$ cat src/rtl/phase_sequencer_ctrl.sv
// Three-phase sequencer (0 -> 1 -> 2 -> 0) with programmable per-phase dwell,
// sequence counting, pause, restart and single-step control. All outputs registered.
module phase_sequencer_ctrl #(
  parameter int CNT_W  = 8,
  parameter int DWELL0 = 4,
  parameter int DWELL1 = 2,
  parameter int DWELL2 = 3,
  parameter int CYC_W  = 4
) (
  input  logic             iClk,
  input  logic             iRst_n,
  input  logic             iStart,
  input  logic             iPause,
  input  logic             iRestart,
  input  logic             iStepMode,
  input  logic             iStep,
  input  logic [CYC_W-1:0] iCycles,
  output logic [1:0]       oPhase,
  output logic             oPhaseValid,
  output logic             oPhaseStrobe,
  output logic             oBusy,
  output logic             oDone,
  output logic [CYC_W-1:0] oCycleCount
);

  typedef enum logic [1:0] {IDLE, RUN, PAUSED, DONE} state_t;

  // A programmed dwell of 0 behaves like 1, so its reload value is also 0.
  localparam logic [CNT_W-1:0] RELOAD0 = (DWELL0 == 0) ? '0 : CNT_W'(DWELL0 - 1);
  localparam logic [CNT_W-1:0] RELOAD1 = (DWELL1 == 0) ? '0 : CNT_W'(DWELL1 - 1);
  localparam logic [CNT_W-1:0] RELOAD2 = (DWELL2 == 0) ? '0 : CNT_W'(DWELL2 - 1);

  state_t           state_q, state_d;
  logic [1:0]       phase_q, phase_d;
  logic [CNT_W-1:0] cnt_q, cnt_d;
  logic [CYC_W-1:0] cycLatched_q, cycLatched_d;
  logic [CYC_W-1:0] cycCount_q, cycCount_d;
  logic             strobe_q, strobe_d;
  logic             done_q, done_d;
  logic             busy_q, busy_d;
  logic             advance;
  logic [CYC_W-1:0] cycNext;

  function automatic logic [CNT_W-1:0] reloadFor(input logic [1:0] p);
    case (p)
      2'd1:    return RELOAD1;
      2'd2:    return RELOAD2;
      default: return RELOAD0;
    endcase
  endfunction

  always_ff @(posedge iClk or negedge iRst_n) begin
    if (!iRst_n) begin
      state_q      <= IDLE;
      phase_q      <= '0;
      cnt_q        <= '0;
      cycLatched_q <= '0;
      cycCount_q   <= '0;
      strobe_q     <= 1'b0;
      done_q       <= 1'b0;
      busy_q       <= 1'b0;
    end else begin
      state_q      <= state_d;
      phase_q      <= phase_d;
      cnt_q        <= cnt_d;
      cycLatched_q <= cycLatched_d;
      cycCount_q   <= cycCount_d;
      strobe_q     <= strobe_d;
      done_q       <= done_d;
      busy_q       <= busy_d;
    end
  end

  always_comb begin
    state_d      = state_q;
    phase_d      = phase_q;
    cnt_d        = cnt_q;
    cycLatched_d = cycLatched_q;
    cycCount_d   = cycCount_q;
    strobe_d     = 1'b0;
    done_d       = 1'b0;
    advance      = 1'b0;
    cycNext      = cycCount_q + CYC_W'(1);

    case (state_q)
      IDLE: begin
        if (iStart) begin
          state_d      = RUN;
          phase_d      = 2'd0;
          strobe_d     = 1'b1;
          cnt_d        = RELOAD0;
          cycCount_d   = '0;
          cycLatched_d = iCycles;
        end
      end

      RUN, PAUSED: begin
        if (iRestart) begin
          state_d    = iPause ? PAUSED : RUN;
          phase_d    = 2'd0;
          cnt_d      = RELOAD0;
          cycCount_d = '0;
          strobe_d   = 1'b1;
        end else if (iPause) begin
          state_d = PAUSED;
        end else begin
          // Leaving PAUSED resumes counting in the same edge.
          state_d = RUN;
          if (iStepMode) begin
            advance = iStep;
          end else if (cnt_q != '0) begin
            cnt_d = cnt_q - CNT_W'(1);
          end else begin
            advance = 1'b1;
          end

          if (advance) begin
            if (phase_q == 2'd2) begin
              if ((cycLatched_q != '0) && (cycNext == cycLatched_q)) begin
                state_d    = DONE;
                done_d     = 1'b1;
                phase_d    = 2'd0;
                cycCount_d = cycLatched_q;
              end else begin
                cycCount_d = cycNext;
                phase_d    = 2'd0;
                strobe_d   = 1'b1;
                cnt_d      = RELOAD0;
              end
            end else begin
              phase_d  = phase_q + 2'd1;
              strobe_d = 1'b1;
              cnt_d    = reloadFor(phase_q + 2'd1);
            end
          end
        end
      end

      DONE: state_d = IDLE;

      default: state_d = IDLE;
    endcase

    busy_d = (state_d == RUN) || (state_d == PAUSED);
  end

  assign oPhase       = phase_q;
  assign oPhaseValid  = busy_q;
  assign oBusy        = busy_q;
  assign oPhaseStrobe = strobe_q;
  assign oDone        = done_q;
  assign oCycleCount  = cycCount_q;

endmodule

$ cat config.mk
export PLATFORM = sky130hd
export DESIGN_NAME = phase_sequencer_ctrl
export DESIGN_NICKNAME = d
export VERILOG_FILES = /design/src/rtl/phase_sequencer_ctrl.sv
export SDC_FILE = /design/constraint.sdc
export NUM_CORES = 1
export LEC_CHECK = 0
export CORE_ASPECT_RATIO = 1.4
export CORE_MARGIN = 10
export CORE_UTILIZATION = 53
export CTS_CLUSTER_DIAMETER = 40
export DETAILED_ROUTE_END_ITERATION = 6
export HOLD_SLACK_MARGIN = 0.03
export PLACE_DENSITY = 0.79
export SYNTH_ARGS = -nofsm -noshare
export SYNTH_HDL_FRONTEND = slang
export SYNTH_SLANG_ARGS = --single-unit
$ cat constraint.sdc
create_clock -name iClk -period 2.81 [get_ports iClk]
set_clock_uncertainty 0.2 [all_clocks]
set_input_delay 0.562 -clock iClk [delete_from_list [all_inputs] [get_ports iClk]]
set_output_delay 0.562 -clock iClk [all_outputs]
set_load 0.03 [all_outputs]
Yosys cells after proc, flatten, opt, wreduce, memory -nomap -nowiden
Cells that the tools add are included.

Bits in registers: 23. Input bits: 11. Output and inout bits: 10. Logic and storage cells: 84.

$add $sub $neg: 3. Equality and inequality tests: 13. Muxes and demuxes: 49. Reductions and logical operators: 11.

Operators by type and width (number): 8-bit two-way mux (8); 2-bit two-way mux (12); 4-bit two-way mux (6); 1-bit two-way mux (17); 8-bit one-hot mux with 2 select lines (1); 2-bit == test (second input constant) (5); 3-bit inequality test (second input constant) (3); 2-bit one-hot mux with 2 select lines (2); 4-bit one-hot mux with 2 select lines (1); 8-bit nonzero test (1); 8-bit by 1-bit subtractor with 8-bit output (second input constant) (1); 2-bit by 1-bit == test with 1-bit output (second input constant) (3); 2-bit one-hot mux with 3 select lines (1); 5-bit AND reduction (1); 4-bit by 1-bit adder with 4-bit output (second input constant) (1); 4-bit == test (1); 4-bit AND reduction (1); 4-bit nonzero test (1); 3-bit AND reduction (1); 2-bit by 1-bit adder with 2-bit output (second input constant) (1); 2-bit logical NOT (1); 2-bit inequality test (second input constant) (1); 1-bit one-hot mux with 2 select lines (1); 2-bit AND reduction (1); 4 further kinds (4).

Logic depth before layout (Yosys ltp)
Gate-level depths: netlist of run 1.

Depth in word-level cells: 12. Gate-level depth with buffers: 8. Depth with buffers taken out: 8.

Worst setup path after synthesis of run 1
Ideal clock, no wire load.

Path type: register to register. Start point: reg cycCount_q[0] (netlist: oCycleCount[0]). End point: reg strobe_q (netlist: oPhaseStrobe). Library setup time: 0.128 ns. Arrival time: 1.928 ns. Required time: 2.482 ns. Slack: 0.554 ns. Cell stages (with the launch flop): 8. Path buffers: 0. Clock period less this slack: 2.256 ns. Path through: dfrtp_1 -> ha_1 -> xnor3_1 -> nand3_1 -> nor2_2 -> a21oi_1 -> a222oi_1 -> nor2_1.

Longest elaborated chain between the ends: 9.

Ends and longest elaborated chain: start: declaration (RTL line 37) `logic [CYC_W-1:0] cycCount_q, cycCount_d;`; start signal: assignment (RTL line 67) `cycCount_q <= cycCount_d;`; 4-bit by 1-bit adder with 4-bit output (RTL line 83) `cycNext = cycCount_q + CYC_W'(1);`; 4-bit == test (RTL line 119) `if ((cycLatched_q != '0) && (cycNext == cycLatched_q)) begin`; 1-bit logical AND (RTL line 119); 1-bit two-way mux (RTL line 119); 1-bit two-way mux (RTL line 118) `if (phase_q == 2'd2) begin`; 1-bit two-way mux (RTL line 117) `if (advance) begin`; 1-bit two-way mux (RTL line 104) `end else if (iPause) begin`; 1-bit two-way mux (RTL line 98) `if (iRestart) begin`; 1-bit one-hot mux with 2 select lines (RTL line 85) `case (state_q)`; via strobe_d (RTL line 38) `logic strobe_q, strobe_d;`; end signal: assignment (RTL line 68) `strobe_q <= strobe_d;`; end: declaration (RTL line 38).

The timed path passes the listed nets, and every way through them passes these cells. A chain may end at the register's enable or synchronous reset.

Final worst setup path of run 1
Ends and elaborated chain as after synthesis.

==> results.txt, run 1 <==
Status: completed
Fin. max-slew vios: 0
Clk sinks: 23
N_diodes: 0
Cts-stage hold buffer count: 0
Cell Chain, Critical Path: ha_1, xnor3_1, nand3_1, nor2_2, a21oi_1, a222oi_1, nor2_1
RSZ-0062 raised after global routing: no
Resized Gates After CTS: 0
Dpl hpwl: 2.472 mm
CP Launch Type: register
Leak: 0.7092 nW
Die width: 63.23 µm
Drt pass-1 iters: 4
Critical path's top delay family: compound AO/OA/AOI/OAI gates
Setup TNS: 0 ns
Routed Wire Length: 3.171 mm
H-tree lvl count: 1
Fraction of registers with async set/reset: 100.0%
Switching share of power: 42.90%
Max-cap violations: 0
Worst-case clock buffer depth: 2
Largest area contributor in the netlist: dfrtp_1
Period utilization: 83.55%
Seq/Total Area, Yosys: 41.52%
Final WS setup: 0.4622 ns
Clock Tree Root: clkbuf_4
Primary FF master, synth: dfrtp_1
First-pass GRT wire length: 5.582 mm
Routability cong.: 0.9209
Worst-Margin Slew: 0.4289 ns
DRC Markers: 0
Sw power: 0.5803 mW
DP Worst Slack: 0.2019 ns
IO Port Bufs: 20
Logic gate share of total power: 52.7%
Max-Slew Margin vs Limit: 71.19%
Number of synthesized register bits: 23
Final ANT Viol Nets: 0
Number of global-route vias before repair: 1230
Arr. time, crit path: 2.36 ns
Top cells by area, synth: dfrtp_1, nand2_1, ha_1, o21ai_0, mux2_2
Latest clock arrival within the worst-skew pair: 0.32 ns
Syn_area_per_cell: 9.627 µm²
DR vias: 1183
Cell Pwr Density: 815.3 mW/mm²
Layout cells sized above 1: 13.10%
Die height: 80.52 µm
CP Class: register to register
Row count: 21
Slowest cell on the critical path: dfrtp_1
Largest net degree at the start of global routing: 24
Seq pwr share: 35.7%
Wire per inst: 15.70 µm
Number of enable flip-flop cells after synthesis: 0
Yosys warnings: 0
Net count, final: 184
Yosys top cell area share: 41.52%
P&R area growth vs syn: 19.67%
Slowest cell delay on critical path: 0.48 ns
Endpoints failing setup: 0
Clock Pin Slew Worst Setup and Hold Paths: 0.12 ns
Via-per-instance ratio: 5.856
Number of DRC markers in iteration 0: 40
Die Area: 0.005091 mm²
Fmax: 425.9 MHz
Hold Crit Class: register to register
CP max FO: 6
Clock power share: 11.6%
Required @ worst endpoint: 2.82 ns
Mapped Nets: 159
Worst IR Drop VDD: 0.6084 mV
Final hold vios: 0
Total track usage: 13.51%
Int Pwr: 0.7724 mW
Overflow after GRT: 0
TritonCTS clock tree: built
Yosys cell types: 48
Post-CTS Setup Bufs: 0
# IOs: 21
WP buf/inv: 0
Initial antenna violation count: 0
Initial Util: 56.73%
Num CTS Buffers: 3
Crit path time final: 2.348 ns
Core area: 0.002444 mm²
Cells after Synth: 144
Post-Syn Area: 0.001386 mm²
Worst Setup End Kind: register
[area by class of cell]
| type | instances | area [µm²] |
|---|---|---|
| multi-input combinational | 113 | 777.0 |
| tap | 34 | 42.54 |
| timing repair buffer | 22 | 215.2 |
| clock buffer | 4 | 26.28 |
| fill | 203 | 784.5 |
| sequential | 23 | 575.6 |
| inverter | 6 | 22.52 |
[metrics by stage]
step	std cells	cell area [µm²]	power (mW)	hold WS, ns	utilization (%)
finish	202	1659	1.353	0.3453	67.90
global route	202	1659	1.462	0.3749	67.90
CTS	202	1659	1.358	0.3483	67.90
detailed placement	198	1633	1.199	0.3239	66.82
global placement	198	1633	1.180	0.3157	66.82
floorplan	144	1386	0.9916	0.06641	-
[path summary, 6_finish.rpt]
check / endpoint / slack (ns) / start / depth (start not counted)
hold / removal: oCycleCount[3]$_DFFE_PN0P_ / 0.35 / oCycleCount[3]$_DFFE_PN0P_ / 1
setup reg to reg: oPhaseStrobe$_DFF_PN0_ / 0.46 / oCycleCount[0]$_DFFE_PN0P_ / 7
min in group asynchronous: cnt_q[1]$_DFFE_PN0P_ / 0.37 / iRst_n / 2
setup / recovery: oPhaseStrobe$_DFF_PN0_ / 0.46 / oCycleCount[0]$_DFFE_PN0P_ / 7
max in group asynchronous: cycLatched_q[3]$_DFFE_PN0P_ / 1.81 / iRst_n / 2
hold reg to reg: oCycleCount[3]$_DFFE_PN0P_ / 0.35 / oCycleCount[3]$_DFFE_PN0P_ / 1
[placed cells by master, fill, tap and decap left out, types with 2 or more instances in the layout]
cell type,Yosys,layout
dfrtp_1,23,23
clkdlybuf4s50_1,0,20
nand2_1,17,17
nor2_1,10,10
o21ai_0,10,10
a21oi_1,7,7
nor3_1,7,7
inv_1,5,5
nand3_1,5,5
mux2_2,4,4
o31ai_1,4,4
ha_1,4,4
xor2_1,3,3
xnor2_1,3,3
clkbuf_4,0,3
nor2b_1,2,2
nand2b_1,2,2
nor2_2,2,2
and2_1,2,2
or3_1,2,2
nor4_1,2,2
nor3b_1,2,2
buf_4,1,2
[Yosys cell counts, types with 4 or more instances]
cell type / instances
a21oi_1: 7
dfrtp_1: 23
ha_1: 4
inv_1: 5
mux2_2: 4
nand2_1: 17
nand3_1: 5
nor2_1: 10
nor3_1: 7
o21ai_0: 10
o31ai_1: 4
[cell families after synthesis]
family	Yosys count	share of synthesized area, %
and+or+nand+nor	62	24.73
DFF	23	41.52
buffers and inverters	8	2.437
AOI/OAI and AO/OA	35	17.96
muxes	5	4.332
xor gates and xnor gates	7	5.416
adders and majority gates	4	3.610
[per-layer routing]
layer	global-route usage [%]	wire length, µm	up-vias
li1	-	-	571
met1	13.14	1217	580
met2	25.66	1728	27
met3	3.333	154	5
met4	7.237	70	0
met5	0	0	-
[worst reg2reg max path: stages, from the launching register on]
cell and delay, ns:
dfrtp_1 0.48, ha_1 0.27, xnor3_1 0.41, nand3_1 0.10, nor2_2 0.20, a21oi_1 0.16, a222oi_1 0.35, nor2_1 0.08
[state kept, by name (all words and copies together) (netlist names)]
register / cells
oDone: 1
oBusy: 1
oPhaseStrobe: 1
cnt_q: 8
oPhase: 2
oCycleCount: 4
state_q: 2
cycLatched_q: 4
[power by group through the flow]
stage | Clock [mW] | Sequential (mW) | Combinational (mW)
after global routing | 0.170 | 0.496 | 0.796
after floorplan | 0 | 0.512 | 0.480
after detailed placement | 0 | 0.491 | 0.708
final | 0.157 | 0.483 | 0.712
after global placement | 0 | 0.486 | 0.694
after CTS | 0.160 | 0.483 | 0.714
Note: power is estimated with default switching activity, not from simulation.
==> run 2: changes to the inputs <==
clock period = 2.3 ns   (was 2.81 ns; I/O delays follow)
==> run 2 against run 1 <==
  * Core utilization up 5.7 points
  * Sequential share of layout area fell by 2.7 points
  * Critical endpoint unchanged
  * Largest cell class unchanged
  * Die area unchanged
  * Register-to-register slack got worse by 0.38 ns
  * Global-route usage grew 0.62 points
  * Critical path type unchanged
  * Maximum frequency rose by 5.6%
  * Largest power group unchanged
==> results.txt, run 2 (synthesis results as in run 1) <==
Status: completed
Max-cap violations: 0 (unchanged)
Latest clock arrival within the worst-skew pair: 0.32 ns (about the same)
Die Area: 0.005091 mm² (unchanged)
RSZ-0062 raised after global routing: no
Wire per inst: 16.15 µm (+2.9%)
Sw power: 0.7433 mW (+28%)
Routability cong.: 0.9283 (+0.80%)
Final instance area: 0.001798 mm² (+8.4%)
Switching share of power: 42.90% (about the same)
Total track usage: 14.13% (+0.62 points)
Layout cells sized above 1: 21.31% (+8.2 points)
Clock power share: 11.0% (-0.6 points)
Worst Setup End Kind: register
DP Worst Slack: -0.1059 ns (-0.3078 ns)
Drt pass-1 iters: 6 (+2)
Hold Crit Class: input port to asynchronous set/reset pin
# IOs: 21 (unchanged)
Worst hold slack: 0.2746 ns (-0.07079 ns)
Overflow after GRT: 0 (unchanged)
Number of DRC markers in iteration 0: 73 (+83%)
First-pass GRT wire length: 5.934 mm (+6.3%)
IO Port Bufs: 20 (unchanged)
P&R area growth vs syn: 29.69%
H-tree lvl count: 1 (unchanged)
Setup TNS: 0 ns (unchanged)
Number of cells after detailed placement: 213 (+7.6%)
CP Launch Type: register
Final Core Density: 73.58% (+5.7 points)
Initial Util: 56.73% (unchanged)
Clk sinks: 23 (unchanged)
Core area: 0.002444 mm² (unchanged)
Die width: 63.23 µm (unchanged)
Required @ worst endpoint: 2.31 ns (-0.51 ns)
Arr. time, crit path: 2.23 ns (-0.13 ns)
DR vias: 1255 (+6.1%)
Fin. max-slew vios: 0 (unchanged)
Worst-case clock buffer depth: 2 (unchanged)
Placed Instance Area: 0.001745 mm² (+6.9%)
Largest net degree at the start of global routing: 24 (unchanged)
Num CTS Buffers: 3 (unchanged)
CP max FO: 4 (-2)
Routed Wire Length: 3.505 mm (+11%)
Final ANT Viol Nets: 0 (unchanged)
Number of flip-flops in the largest register: 8 (unchanged)
# fillers: 186 (-8.4%)
Endpoints failing setup: 0 (unchanged)
Int Pwr: 0.9894 mW (+28%)
Overall power: 1.733 mW (+28%)
N_diodes: 0 (unchanged)
Leak: 0.7866 nW (+11%)
DRC Markers: 0 (unchanged)
Reg2reg path depth: 7 (unchanged)
Row count: 21 (unchanged)
Number of global-route vias before repair: 1321 (+7.4%)
Max-Slew Margin vs Limit: 71.99% (+0.80 points)
Final WS setup: 0.07749 ns (-0.3847 ns)
Commonest non-fill, non-tap cell in the layout: dfrtp_1
Net count, final: 199 (+8.2%)
Via-per-instance ratio: 5.783 (-1.2%)
Worst IR Drop VDD: 0.7152 mV (+18%)
CP Class: register to register
Cell Pwr Density: 963.7 mW/mm² (+18%)
Clock Tree Root: clkbuf_4
Most frequent cells in the layout: dfrtp_1, clkdlybuf4s50_1, nand2_1, buf_4
Die height: 80.52 µm (unchanged)
Fmax: 449.9 MHz (+5.6%)
Initial antenna violation count: 0 (unchanged)
Logic gate share of total power: 54.8% (+2.1 points)
Final hold vios: 0 (unchanged)
TritonCTS clock tree: built
Crit path time final: 2.223 ns (-0.1253 ns)
Clock Pin Slew Worst Setup and Hold Paths: 0.13 ns (about the same)
Post-Layout Cell Count: 217 (+7.4%)
Top reg by flops: cnt_q
Period utilization: 96.63% (+13 points)
Worst-Margin Slew: 0.4170 ns (-0.01194 ns)
Seq pwr share: 34.1% (-1.6 points)
Dpl hpwl: 2.723 mm (+10%)
-- run 2: critical path, stage by stage (launching register included) --
cell	delay (ns)
dfrtp_1	0.40
ha_1	0.23
xnor3_1	0.42
nand3_1	0.13
nor2_4	0.17
a21oi_2	0.11
a222oi_1	0.37
nor2_1	0.09
-- run 2: metal layers --
metal,up-vias,GRT usage (%),share of wire (%)
met1,601,14.50,40
met3,13,2.917,3.3
met5,-,0,0
met4,0,7.456,3.0
li1,604,-,-
met2,37,26.37,53
-- run 2: final cells by class --
cell class / count / area, µm² / share of cell area (%)
clock buffers: 3 / 22.52 / 1.253
well taps: 34 / 42.54 / 2.366
inverters: 6 / 22.52 / 1.253
clock inverters: 1 / 5.005 / 0.2784
repair buffers: 37 / 327.8 / 18.23
multi-input cells: 113 / 802.0 / 44.61
flip-flops and latches: 23 / 575.6 / 32.01
-- run 2: worst paths after layout --
path / startpoint / end / slack (ns)
max: oCycleCount[0]$_DFFE_PN0P_ / oPhaseStrobe$_DFF_PN0_ / 0.08
min: iRst_n / cnt_q[0]$_DFFE_PN0P_ / 0.27
max reg2reg: oCycleCount[0]$_DFFE_PN0P_ / oPhaseStrobe$_DFF_PN0_ / 0.08
min reg2reg: oCycleCount[3]$_DFFE_PN0P_ / oCycleCount[3]$_DFFE_PN0P_ / 0.35
max in group asynchronous: iRst_n / cnt_q[1]$_DFFE_PN0P_ / 1.39
min in group iClk: oCycleCount[3]$_DFFE_PN0P_ / oCycleCount[3]$_DFFE_PN0P_ / 0.35
-- run 2: timing repair --
action	in CTS	in global routing
buffers inserted	0	0
pin swaps	0	1
endpoints found under the setup margin	1	10
gates resized for setup	1	3
hold buffers	0	0
-- run 2: power groups by stage --
stage / Combinational (mW) / Sequential [mW] / Clock, mW
after floorplan: 0.587 / 0.625 / 0
after global placement: 0.895 / 0.592 / 0
after detailed placement: 0.920 / 0.601 / 0
after CTS: 0.933 / 0.592 / 0.196
after global routing: 1.03 / 0.607 / 0.211
final: 0.950 / 0.592 / 0.191
==> run 3: changes to the inputs <==
clock period = 2.18 ns   (was 2.3 ns; I/O delays follow)
==> run 3 against run 2 <==
  * Sequential cell count unchanged
  * Core utilization increased by 7.5 points
  * Cell count increased by 6.9%
  * Largest cell class unchanged
==> results.txt, run 3 (synthesis results as in run 1) <==
Status: completed
Die Area: 0.005091 mm² (unchanged)
Final hold vios: 0 (unchanged)
DR vias: 1310 (+4.4%)
Latest clock arrival within the worst-skew pair: 0.32 ns (about the same)
CP Class: register to register
Hold Crit Class: input port to asynchronous set/reset pin
Cell Pwr Density: 1007 mW/mm² (+4.5%)
Wire per inst: 16.49 µm (+2.1%)
Layout cells sized above 1: 32.32% (+11 points)
CP Launch Type: register
DRC Markers: 0 (unchanged)
Top reg by flops: cnt_q
Die width: 63.23 µm (unchanged)
Worst IR Drop VDD: 1.048 mV (+47%)
Clock Pin Slew Worst Setup and Hold Paths: 0.14 ns (about the same)
Commonest non-fill, non-tap cell in the layout: buf_4
Die height: 80.52 µm (unchanged)
Initial antenna violation count: 0 (unchanged)
Number of cells after detailed placement: 224 (+5.2%)
Most frequent cells in the layout: buf_4, dfrtp_1, nand2_1, clkdlybuf4s50_1
Worst-case clock buffer depth: 2 (unchanged)
Sw power: 0.8449 mW (+14%)
Num CTS Buffers: 3 (unchanged)
Worst-Margin Slew: 0.4692 ns (+0.05223 ns)
Seq pwr share: 30.9% (-3.2 points)
Drt pass-1 iters: 4 (-2)
Number of DRC markers in iteration 0: 48 (-34%)
CP max FO: 4 (unchanged)
P&R area growth vs syn: 42.96%
H-tree lvl count: 1 (unchanged)
Net count, final: 214 (+7.5%)
# fillers: 145 (-22%)
TritonCTS clock tree: built
Core area: 0.002444 mm² (unchanged)
Period utilization: 98.46% (+1.8 points)
Total track usage: 13.59% (-0.54 points)
Overflow after GRT: 0 (unchanged)
Routability cong.: 0.8324 (-10%)
Worst setup path start: oCycleCount[0]$_DFFE_PN0P_
Initial Util: 56.73% (unchanged)
Largest net degree at the start of global routing: 24 (unchanged)
Row count: 21 (unchanged)
First-pass GRT wire length: 5.782 mm (-2.6%)
IO Port Bufs: 20 (unchanged)
Clock power share: 10.3% (-0.7 points)
N_diodes: 0 (unchanged)
Cts-stage hold buffer count: 0 (unchanged)
Int Pwr: 1.150 mW (+16%)
Worst Setup End Kind: register
Fmax: 465.9 MHz (+3.5%)
Endpoints failing setup: 0 (unchanged)
Max-Slew Margin vs Limit: 68.48% (-3.5 points)
Number of global-route vias before repair: 1347 (+2.0%)
Final WS setup: 0.03367 ns (-0.04382 ns)
Max-cap violations: 0 (unchanged)
Clk sinks: 23 (unchanged)
Post-Layout Cell Count: 232 (+6.9%)
Clock Tree Root: clkbuf_4
Number of flip-flops in the largest register: 8 (unchanged)
Fin. max-slew vios: 0 (unchanged)
RR Startpoint: oCycleCount[0]$_DFFE_PN0P_
Crit path time final: 2.146 ns (-0.07618 ns)
Logic gate share of total power: 58.8% (+4.0 points)
Required @ worst endpoint: 2.19 ns (-0.12 ns)
DP Worst Slack: -0.1765 ns (-0.07065 ns)
Via-per-instance ratio: 5.647 (-2.4%)
Final ANT Viol Nets: 0 (unchanged)
Dpl hpwl: 2.672 mm (-1.9%)
Arr. time, crit path: 2.16 ns (-0.07 ns)
# IOs: 21 (unchanged)
Routed Wire Length: 3.826 mm (+9.2%)
Leak: 0.9353 nW (+19%)
Switching share of power: 42.34% (-0.55 points)
[run 3: path summary, 6_finish.rpt]
path,depth (start not counted),slack (ns),end
worst min register to register,1,0.36,cycLatched_q[3]$_DFFE_PN0P_
worst max-delay path,7,0.03,cnt_q[7]$_DFFE_PN0P_
min in group iClk,1,0.36,cycLatched_q[3]$_DFFE_PN0P_
worst min-delay path,2,0.25,cnt_q[0]$_DFFE_PN0P_
worst max register to register,7,0.03,cnt_q[7]$_DFFE_PN0P_
max in group asynchronous,2,1.28,oCycleCount[1]$_DFFE_PN0P_
[run 3: power groups by stage]
| stage | clock [mW] | combinational [mW] | sequential [mW] |
|---|---|---|---|
| floorplan | 0 | 0.619 | 0.659 |
| global placement | 0 | 1.01 | 0.614 |
| detailed placement | 0 | 1.03 | 0.623 |
| CTS | 0.202 | 1.04 | 0.614 |
| global route | 0.225 | 1.28 | 0.633 |
| finish | 0.206 | 1.17 | 0.617 |
[run 3: timing repair]
action | 4_1_cts | 5_1_grt
cloned | 0 | 0
endpoints found under the setup margin | 1 | 15
buffers inserted | 0 | 5
gates resized for setup | 1 | 16
pin swaps | 0 | 6
[run 3: routing by layer]
layer	wire length (µm)	up-vias	track usage, %
met3	87	12	2.222
met2	2147	27	26.99
met4	89	0	4.605
met1	1502	641	13.95
met5	0	-	0
li1	-	630	-
[run 3: worst max-delay path, cell delays in order (launching register included)]
cell and delay [ns]:
dfrtp_2 0.47, ha_4 0.28, nor3_2 0.19, nor2_1 0.06, mux2_4 0.30, a21boi_4 0.20
nor3_1 0.06, a211o_1 0.27
[run 3: cell type report]
cell class / count / area [µm²] / area share [%]
clock buffers: 3 / 22.52 / 1.136
clock inverters: 1 / 5.005 / 0.2525
inverters: 6 / 22.52 / 1.136
multi-input cells: 113 / 857.1 / 43.24
flip-flops and latches: 23 / 578.1 / 29.17
well taps: 34 / 42.54 / 2.146
repair buffers: 52 / 454.2 / 22.92
[run 3: stage by stage]
stage          area (µm²)  power, mW  utilization [%]  hold slack [ns]  setup TNS, ns
2_1_floorplan        1391      1.278                -         -0.05959              0
3_3_place_gp         1833      1.626            75.01           0.3134        -0.9756
3_5_place_dp         1833      1.657            75.01           0.3183         -1.276
4_1_cts              1869      1.861            76.50           0.2664              0
5_1_grt              1982      2.136            81.11           0.2685        -0.1753
6_report             1982      1.995            81.11           0.2470              0
